$ cat src/rtl/axi_stream_traffic_sink.sv
// axi_stream_traffic_sink
// Stream consumer with a programmable on/off ready pattern. It accumulates
// the beat count, a modular checksum, the last accepted word and the min/max
// inter-beat gap, and raises done after target_beats accepted beats.
//
// state | meaning
// IDLE  | not accepting; stats held; waits for enable
// RUN   | ready pattern active; beats accepted and counted
// DONE  | target reached; not accepting until enable drops or clear
module axi_stream_traffic_sink #(
  parameter int DATA_WIDTH  = 40,
  parameter int COUNT_WIDTH = 32,
  parameter int GAP_WIDTH   = 16
) (
  input  logic                   clock,
  input  logic                   reset,
  input  logic                   enable,
  input  logic                   clear,
  input  logic [COUNT_WIDTH-1:0] target_beats,
  input  logic [7:0]             ready_on,
  input  logic [7:0]             ready_off,
  input  logic [DATA_WIDTH-1:0]  in_data,
  input  logic                   in_valid,
  output logic                   in_ready,
  output logic [COUNT_WIDTH-1:0] beat_count,
  output logic [DATA_WIDTH-1:0]  checksum,
  output logic [DATA_WIDTH-1:0]  last_data,
  output logic [GAP_WIDTH-1:0]   min_gap,
  output logic [GAP_WIDTH-1:0]   max_gap,
  output logic                   done
);

  typedef enum logic [1:0] {
    IDLE = 2'd0,
    RUN  = 2'd1,
    DONE = 2'd2
  } state_t;

  localparam logic [COUNT_WIDTH-1:0] COUNT_ONE = {{(COUNT_WIDTH-1){1'b0}}, 1'b1};
  localparam logic [GAP_WIDTH-1:0]   GAP_ONE   = {{(GAP_WIDTH-1){1'b0}}, 1'b1};
  localparam logic [GAP_WIDTH-1:0]   GAP_MAX   = {GAP_WIDTH{1'b1}};

  state_t                 state;
  state_t                 state_next;
  logic [7:0]             pat_cnt;
  logic [7:0]             on_len;
  logic [GAP_WIDTH-1:0]   gap_cnt;
  logic                   first_beat;
  logic                   accept;
  logic                   hit_target;

  // A beat counts only while running and not being aborted or cleared, so the
  // registered ready left over from the last RUN cycle never sneaks one in.
  assign accept     = in_valid && in_ready && (state == RUN) && enable && !clear;
  assign hit_target = (target_beats != '0) && ((beat_count + COUNT_ONE) == target_beats);
  assign on_len     = (ready_on == 8'd0) ? 8'd1 : ready_on;
  assign done       = (state == DONE);

  // State register.
  always_ff @(posedge clock) begin
    if (!reset) state <= IDLE;
    else        state <= state_next;
  end

  // Next-state logic; clear overrides everything.
  always_comb begin
    state_next = state;
    if (clear) begin
      state_next = IDLE;
    end else begin
      case (state)
        IDLE:    if (enable) state_next = RUN;
        RUN: begin
          if (!enable)                   state_next = IDLE;
          else if (accept && hit_target) state_next = DONE;
        end
        DONE:    if (!enable) state_next = IDLE;
        default: state_next = IDLE;
      endcase
    end
  end

  // Ready pattern: pat_cnt is a down-counter of remaining cycles in the current
  // phase; phase lengths are sampled only when a phase ends.
  always_ff @(posedge clock) begin
    if (!reset) begin
      in_ready <= 1'b0;
      pat_cnt  <= 8'd0;
    end else if (state_next != RUN) begin
      in_ready <= 1'b0;
    end else if (state != RUN) begin
      in_ready <= 1'b1;
      pat_cnt  <= on_len - 8'd1;
    end else if (ready_off == 8'd0) begin
      in_ready <= 1'b1;
      pat_cnt  <= on_len - 8'd1;
    end else if (pat_cnt == 8'd0) begin
      in_ready <= !in_ready;
      pat_cnt  <= in_ready ? (ready_off - 8'd1) : (on_len - 8'd1);
    end else begin
      pat_cnt  <= pat_cnt - 8'd1;
    end
  end

  // Statistics and gap measurement; gaps count RUN cycles only.
  always_ff @(posedge clock) begin
    if (!reset || clear) begin
      beat_count <= '0;
      checksum   <= '0;
      last_data  <= '0;
      min_gap    <= GAP_MAX;
      max_gap    <= '0;
      gap_cnt    <= '0;
      first_beat <= 1'b1;
    end else begin
      if (state == RUN && gap_cnt != GAP_MAX) gap_cnt <= gap_cnt + GAP_ONE;
      if (accept) begin
        beat_count <= beat_count + COUNT_ONE;
        checksum   <= checksum + in_data;
        last_data  <= in_data;
        gap_cnt    <= GAP_ONE;
        if (first_beat) begin
          first_beat <= 1'b0;
        end else begin
          if (gap_cnt < min_gap) min_gap <= gap_cnt;
          if (gap_cnt > max_gap) max_gap <= gap_cnt;
        end
      end
    end
  end

endmodule

$ cat config.mk
export PLATFORM = sky130hd
export DESIGN_NAME = axi_stream_traffic_sink
export DESIGN_NICKNAME = d
export VERILOG_FILES = /design/src/rtl/axi_stream_traffic_sink.sv
export SDC_FILE = /design/constraint.sdc
export NUM_CORES = 1
export LEC_CHECK = 0
export ABC_AREA = 0
export BUFFER_PORTS_ARGS = -buffer_cell sky130_fd_sc_hd__buf_2
export CORE_ASPECT_RATIO = 2
export CORE_MARGIN = 2
export CORE_UTILIZATION = 48
export CTS_BUF_LIST = sky130_fd_sc_hd__clkbuf_8
export CTS_CLUSTER_SIZE = 24
export DETAILED_ROUTE_END_ITERATION = 8
export HOLD_SLACK_MARGIN = 0.1
export PLACE_DENSITY = 0.75
export SLEW_MARGIN = 15
export SYNTH_ARGS = -nofsm -noshare
export SYNTH_HDL_FRONTEND = slang
export SYNTH_SLANG_ARGS = --single-unit
$ cat constraint.sdc
create_clock -name clock -period 2.8 [get_ports clock]
set_input_delay 0.28 -clock clock [delete_from_list [all_inputs] [get_ports clock]]
set_output_delay 0.28 -clock clock [all_outputs]
set_load 0.05 [all_outputs]
Word-level counts from Yosys, hierarchy flattened

Index checks and enable logic that the tools add are counted.

$add $sub $neg: 6
$lt $le $gt $ge: 2
Eq/ne operators: 6
Mux-type cells: 16
Bitwise operators: 2
Reduce and logical (&&, ||, !) cells: 22

Operator list:

| kind                                                               | number |
|---|---|
| 40-bit adder                                                       | 1 |
| 8-bit two-way mux                                                  | 5 |
| 32-bit by 1-bit adder with 32-bit output, second input constant    | 1 |
| 32-bit == test                                                     | 1 |
| 32-bit nonzero test                                                | 1 |
| 8-bit logical NOT                                                  | 3 |
| 8-bit by 1-bit subtractor with 8-bit output, second input constant | 3 |
| 16-bit by 1-bit adder with 16-bit output, second input constant    | 1 |
| 16-bit greater-than comparator                                     | 1 |
| 16-bit < comparator                                                | 1 |
| 16-bit != test, second input constant                              | 1 |
| 2-bit two-way mux                                                  | 5 |
| 1-bit logical AND                                                  | 7 |
| 2-bit case mux with 3 select lines                                 | 1 |
| 3-bit AND reduction                                                | 2 |
| 1-bit two-way mux                                                  | 5 |
| 2-bit by 1-bit != test with 1-bit output, second input constant    | 2 |
| 2-bit OR reduction                                                 | 2 |
| 1-bit logical NOT                                                  | 3 |
| 3-bit nonzero test                                                 | 1 |
| 2-bit by 1-bit == test with 1-bit output, second input constant    | 1 |
| 2-bit == test, second input constant                               | 1 |
| 2-bit logical NOT                                                  | 1 |
| 1-bit NOT                                                          | 2 |
| 2 further kinds                                                    | 2 |

Flip-flop bits (word level): 172

Depth between registers and ports, before layout

Gate-level depths: netlist of the first run.

Depth in word-level cells: 11
Mapped depth: 13
Mapped depth without buffers: 12

Worst setup path before layout of the first run

OpenSTA, ideal clock, no wires.

Path type: register to register
From: reg beat_count[5]
To: reg pat_cnt[0]
Library setup time: 0.072 ns
Data arrival time: 3.392 ns
Required time: 2.728 ns
Path slack: -0.664 ns
Stages on the path, launching flop included: 13
Buffers on the path: 3
Period minus slack after synthesis: 3.464 ns
Cells stage by stage: dfxtp_1 buf_2 nand2_2 or4_4 buf_6 nand4b_4 o21a_1 or3_1 a31o_1 or4_1 nand3b_1 buf_6 mux2i_1

Longest elaborated chain between the ends: 9

RTL lines:

| what                                     | RTL line | source |
|---|---|---|
| start, declared                          | 25       | `output logic [COUNT_WIDTH-1:0] beat_count,` |
| start signal, assigned                   | 118      | `beat_count <= beat_count + COUNT_ONE;` |
| 32-bit by 1-bit adder with 32-bit output | 55       | `assign hit_target = (target_beats != '0) && ((beat_count + COUNT_ONE) == target_beats);` |
| 32-bit == test                           | 55       |  |
| 1-bit logical AND                        | 55       |  |
| 1-bit logical AND                        | 75       | `else if (accept && hit_target) state_next = DONE;` |
| 2-bit two-way mux                        | 75       |  |
| 2-bit two-way mux                        | 74       | `if (!enable) state_next = IDLE;` |
| 2-bit case mux with 3 select lines       | 71       | `case (state)` |
| 2-bit two-way mux                        | 68       | `if (clear) begin` |
| 2-bit by 1-bit != test with 1-bit output | 89       | `end else if (state_next != RUN) begin` |
| end signal, assigned                     | 93       | `pat_cnt <= on_len - 8'd1;` |
| end signal, assigned                     | 96       | `pat_cnt <= on_len - 8'd1;` |
| end signal, assigned                     | 99       | `pat_cnt <= in_ready ? (ready_off - 8'd1) : (on_len - 8'd1);` |
| end, declared                            | 45       | `logic [7:0] pat_cnt;` |

Every way passes these cells.
A chain may end at the register's enable or synchronous reset.

Worst setup path in the final report of the first run

From: reg beat_count[0]
To: reg pat_cnt[5]

Same word-level chain as after synthesis.

==> run summary, run 1 <==
R2R setup slack: -0.21 ns
All-Layer GR Usage: 29.0%
Final ANT Viol Nets: 0
asr flop ratio synth: 0%
WL per Instance: 17.1 µm
setup TNS: -1.72 ns
# port buffers: 238
GP Congestion: 0.944
Clock transition at path regs: 0.09 ns
vias in the first global route: 12083
clock share of power: 35.2%
via-per-instance ratio: 5.63
part of the Yosys area used for sequential elements: 31.3%
Pre-Repair DR Iteration Count: 6
Die W: 111 µm
Clk Tree Root Cell: clkbuf_8
Hold Path Class: input pin to flop
WP data arrival: 3.43 ns
clock skew after layout: 0.0165 ns
Cells after Synth: 1408
P_int: 3.37 mW
flops & latches, synth: 172
crit path time final: 3.01 ns
synthesized area per cell: 7.82 µm²
grt total ovfl: 0
WP data required: 3.23 ns
highest routed layer: met4
Worst-Skew Late Latency: 0.51 ns
Max-Cap Viols: 0
setup ws final: -0.206 ns
Final Hold Fails: 0
library cells used by synthesis: 70
post-synthesis net count: 1579
Die ar.: 24200 µm²
Flop pwr share: 52.3%
mapped cell area: 11000 µm²
Synth top area share: 31.3%
initial drt markers: 702
FILL cells: 2021
DR WL met3: 1.73 mm
commonest non-fill, non-tap cell in the layout: buf_2
Tightest Pin Transition: 0.663 ns
WS Path Type: flop to flop
Ports: 239
Rel. slew slack: 55.8%
CTS H-tree depth: 4
CTS tree: yes
maximum vdd ir drop: 0.445 mV
failing checks: negative setup slack
antenna violations before repair: 1
Clock Tree Buf Depth: 2
status: finished with violations
Worst Path Max Fanout: 10
largest net degree at the start of global routing: 84
Switching Share: 28.1%
DR DRC count: 0
most area-consuming cells after synthesis: dfxtp_1, ha_1, nand2_1
Period Utilization, post-route: 107%
WL met2: 19.2 mm
fraction of layout cells with a size suffix above 1: 27.9%
yosys warns: 0
final setup vio count: 10
CORE AREA: 22600 µm²
most frequent cells in the layout: buf_2, nand2_1, buf_4
Vias: 11717
Post-synth EDFFs: 0
Num Clock Sinks: 172
Layout area overhead: 31.4%
Num CTS Buffers: 17
first-pass GRT wire length: 56.9 mm
RSZ-0062 raised after global routing: yes
P per Cell Area: 324 nW/µm²
Post-DP HPWL: 27.2 mm
Die Ht: 218 µm
LEAKAGE: 6.70 nW
routed wire length: 35.6 mm
Initial Util: 48.6%
Final Slew Violations: 0
pre-CTS WS: -0.270 ns
area leader, netlist: dfxtp_1
met1 WL: 12.5 mm
combinational share of power: 12.5%
CP Capture Type: flop
# nets final: 1958
Fmax: 333 MHz
Worst Setup Start Kind: flop
Site Rows: 78
dominant synthesized flop cell: dfxtp_1
Psw: 1.32 mW
==> layout make-up <==
type / count / area (µm²) / area share, %
tap: 280 / 350 / 2.42
multi-input combinational: 1115 / 7300 / 50.5
antenna: 1 / 2.50 / 0.0173
clock buffer: 19 / 262 / 1.81
timing repair buffer: 426 / 2740 / 18.9
clock inverter: 12 / 88.8 / 0.614
sequential: 172 / 3520 / 24.3
inverter: 55 / 206 / 1.43
==> synth_stat cells (11+ instances only) <==
library cell / instances
nand2_1: 236
dfxtp_1: 172
a21oi_1: 129
nor2_1: 94
ha_1: 77
nand3_1: 59
xnor2_1: 59
o21ai_0: 55
inv_1: 54
xor2_1: 54
clkbuf_1: 50
mux2i_1: 43
a21o_1: 39
nand4_1: 24
nor3_1: 23
or3_1: 19
nor4_1: 18
o21a_1: 15
a211oi_1: 12
nand2b_1: 11
nor2b_1: 11
nor3b_1: 11
==> per-stage QoR <==
| step | instances | cell area (µm²) | hold WS (ns) | power [mW] | util [%] |
|---|---|---|---|---|---|
| detailed placement | 2009 | 13500 | 0.445 | 3.04 | 59.8 |
| global placement | 2009 | 13500 | 0.440 | 3.03 | 59.8 |
| finish | 2080 | 14500 | 0.149 | 4.69 | 63.9 |
| floorplan | 1408 | 11100 | 0.416 | 2.81 | - |
| CTS | 2079 | 14300 | 0.109 | 4.73 | 63.3 |
| global route | 2080 | 14500 | 0.147 | 4.87 | 63.9 |
==> flip-flops by register name, indices dropped and copies added, names as in the netlist <==
| signal | cells |
|---|---|
| pat_cnt | 8 |
| max_gap | 16 |
| state | 2 |
| min_gap | 16 |
| in_ready | 1 |
| first_beat | 1 |
| checksum | 40 |
| gap_cnt | 16 |
| beat_count | 32 |
| last_data | 40 |
==> final timing paths <==
check,start,endpoint,cells past startpoint
min,reset,state[1],3
max,beat_count[0],pat_cnt[5],10
min reg2reg,last_data[17],last_data[17],2
max reg2reg,beat_count[0],pat_cnt[5],10
==> power groups by stage <==
stage	Clock, mW	Combinational [mW]	Sequential (mW)
floorplan	0	0.294	2.51
global placement	0	0.519	2.51
detailed placement	0	0.527	2.51
CTS	1.70	0.574	2.45
global route	1.78	0.638	2.45
finish	1.65	0.588	2.45
==> per-layer routing <==
layer | track usage [%] | vias up
li1 | - | 5724
met1 | 27.0 | 5469
met2 | 56.4 | 389
met3 | 6.27 | 135
met4 | 18.1 | 0
met5 | 0 | -
==> critical path: stages (launching register included) <==
cell	delay (ns)
dfxtp_4	0.38
nand4_1	0.12
or4_4	0.48
nand4b_4	0.19
o21a_1	0.18
or3_1	0.34
a31o_1	0.24
or4_4	0.52
nand3b_1	0.15
buf_12	0.15
mux2i_1	0.18
==> timing repair <==
action | CTS | global route
setup buffers | 1 | 2
endpoints found under the setup margin | 14 | 29
pin swaps | 8 | 10
hold buffers | 38 | 0
gates resized for setup | 11 | 28
endpoints found under the hold margin | 38 | 0
cloned | 0 | 0
==> logic make-up after synthesis <==
kind of cell | count (synthesis) | share of synthesized area (%)
adders and majority gates | 78 | 8.93
AOI/OAI and AO/OA | 320 | 18.0
xor gates and xnor gates | 113 | 8.99
DFF | 172 | 31.3
buffers and inverters | 121 | 4.47
and+or+nand+nor | 561 | 24.4
muxes | 43 | 3.91
(Power assumes the default switching activity.)
==> inputs of run 2 (changes only) <==
Settings changed: BUFFER_PORTS_ARGS -buffer_cell sky130_fd_sc_hd__buf_2 to unset, DONT_BUFFER_PORTS set to 1, PLACE_DENSITY 0.75 to 0.65.
==> run 2 against run 1 <==
  * The flow still finishes with violations (negative setup slack)
  * Flip-flop and latch count did not move
  * Core utilization fell by 2.4 points
  * Global-route usage fell by 0.22 points
  * Fmax fell by 3.2%
  * Cell count fell by 7.6%
  * Die area did not move
  * Clock-buffer cell count fell by 2
  * Design area fell by 3.7%
  * Clock skew fell by 0.0019 ns
  * Worst setup slack got worse by 0.10 ns
  * Total power fell by 1.6%
  * Combinational power fell by 19%
  * Critical endpoint is now pat_cnt[4]
==> run summary, run 2 (synthesized netlist as in run 1, its figures left out) <==
WP data required: 3.23 ns
Hold Slack: 0.128 ns
Period Utilization, post-route: 111%
CTS H-tree depth: 4
post-place instance area: 12900 µm²
Rel. slew slack: 57.0%
R2R setup slack: -0.31 ns
CP Capture Type: flop
Max-Cap Viols: 0
Clk Tree Root Cell: clkbuf_8
via-per-instance ratio: 5.71
Site Rows: 78
failing checks: negative setup slack
Hold Path Class: input pin to flop
Top Registers: checksum (40), last_data (40), beat_count (32)
Ports: 239
Final Hold Fails: 0
GP Congestion: 0.972
grt total ovfl: 0
Clock transition at path regs: 0.09 ns
Layout area overhead: 26.5%
Final Slew Violations: 0
commonest non-fill, non-tap cell in the layout: nand2_1
LEAKAGE: 5.98 nW
Tightest Pin Transition: 0.638 ns
Clock Tree Buf Depth: 2
final setup vio count: 11
Final ANT Viol Nets: 0
Post-DP HPWL: 27.1 mm
Fmax: 322 MHz
largest net degree at the start of global routing: 84
Worst path max stage delay: 0.56 ns
FILL cells: 2081
Antenna Cells: 0
Num CTS Buffers: 17
Vias: 10972
routed wire length: 35.4 mm
All-Layer GR Usage: 28.8%
fraction of layout cells with a size suffix above 1: 20.6%
initial drt markers: 499
crit path time final: 3.11 ns
post-route cell area: 13900 µm²
# nets final: 1801
maximum vdd ir drop: 0.387 mV
WL per Instance: 18.4 µm
status: finished with violations
antenna violations before repair: 0
Critical-path top delay cell: or4_4
delay-heaviest family, CP: simple AND/OR/NAND/NOR gates
CORE AREA: 22600 µm²
setup ws final: -0.306 ns
vias in the first global route: 11173
P per Cell Area: 332 nW/µm²
RSZ-0062 raised after global routing: yes
first-pass GRT wire length: 55.9 mm
# port buffers: 0
Num Clock Sinks: 172
CTS tree: yes
Die ar.: 24200 µm²
Pre-Repair DR Iteration Count: 5
Worst Setup Start Kind: flop
CP Cell Sequence: nand4_1, or4_4, nor4_1, xnor2_1, a211oi_1, nand4_1, or4_4, nand3b_1, buf_12, mux2i_1
Worst Path Max Fanout: 10
worst path buffer plus inverter count: 1
DR DRC count: 0
Die Ht: 218 µm
clock skew after layout: 0.0145 ns
WS Path Type: flop to flop
most frequent cells in the layout: nand2_1, buf_4, dfxtp_1
Core Util, Final: 61.5%
Die W: 111 µm
Initial Util: 48.6%
WP data arrival: 3.54 ns
Worst-Skew Late Latency: 0.51 ns
==> run 2: cell count changes in the layout (fill, tap and decap cells not counted), moves of 4 or more <==
cell	previous run	this run
dlygate4sd3_1	38	44
buf_2	237	0
buf_4	148	218
o21ai_0	51	47
==> run 2: final cells by class <==
cell class | instances | area [µm²] | share of cell area (%)
Inverter | 55 | 206 | 1.48
Tap cell | 280 | 350 | 2.52
Sequential cell | 172 | 3520 | 25.3
Clock inverter | 14 | 121 | 0.872
Timing Repair Buffer | 269 | 2190 | 15.7
Clock buffer | 17 | 234 | 1.68
Multi-Input combinational cell | 1115 | 7300 | 52.4
==> run 2: final timing paths <==
kind	startpoint	end	cells past startpoint
max	beat_count[2]	pat_cnt[4]	10
max reg2reg	beat_count[2]	pat_cnt[4]	10
min reg2reg	pat_cnt[5]	pat_cnt[5]	2
min	in_data[39]	checksum[39]	4
==> run 2: worst register-to-register path, cell delays in order, from the launching register on <==
cell and delay (ns):
dfxtp_4 0.36, nand4_1 0.17, or4_4 0.53, nor4_1 0.48, xnor2_1 0.12, a211oi_1 0.21
nand4_1 0.13, or4_4 0.56, nand3b_1 0.15, buf_12 0.15, mux2i_1 0.18
==> run 2: power breakdown <==
group          leakage [nW]  internal [mW]  total, mW  switching [mW]
logic                  4.38          0.218      0.478           0.259
registers              1.41           2.44       2.45          0.0110
clock network         0.191          0.701       1.69           0.984
==> run 2: stage by stage <==
step                setup slack, ns  cells  total power, mW  TNS [ns]
CTS                          -0.284   1918             4.65     -2.57
global route                 -0.475   1922             4.77     -4.24
finish                       -0.306   1922             4.62     -2.90
floorplan                    -0.288   1408             2.81     -2.74
detailed placement           -0.330   1841             2.92     -3.28
global placement             -0.238   1841             2.92     -2.35
==> run 2: layer usage <==
metal	routed length [µm]	vias up	global-route usage [%]
met4	1560	0	14.1
met2	19600	313	56.9
met3	2070	93	7.21
li1	-	5427	-
met5	0	-	0
met1	12100	5139	26.9
==> run 2: repair_timing <==
action,in CTS,in global routing
resized for setup,9,37
hold buffers,45,0
endpoints found under the setup margin,14,33
pin swaps,4,15
setup buffers,1,5
hold endpoints to repair,64,0
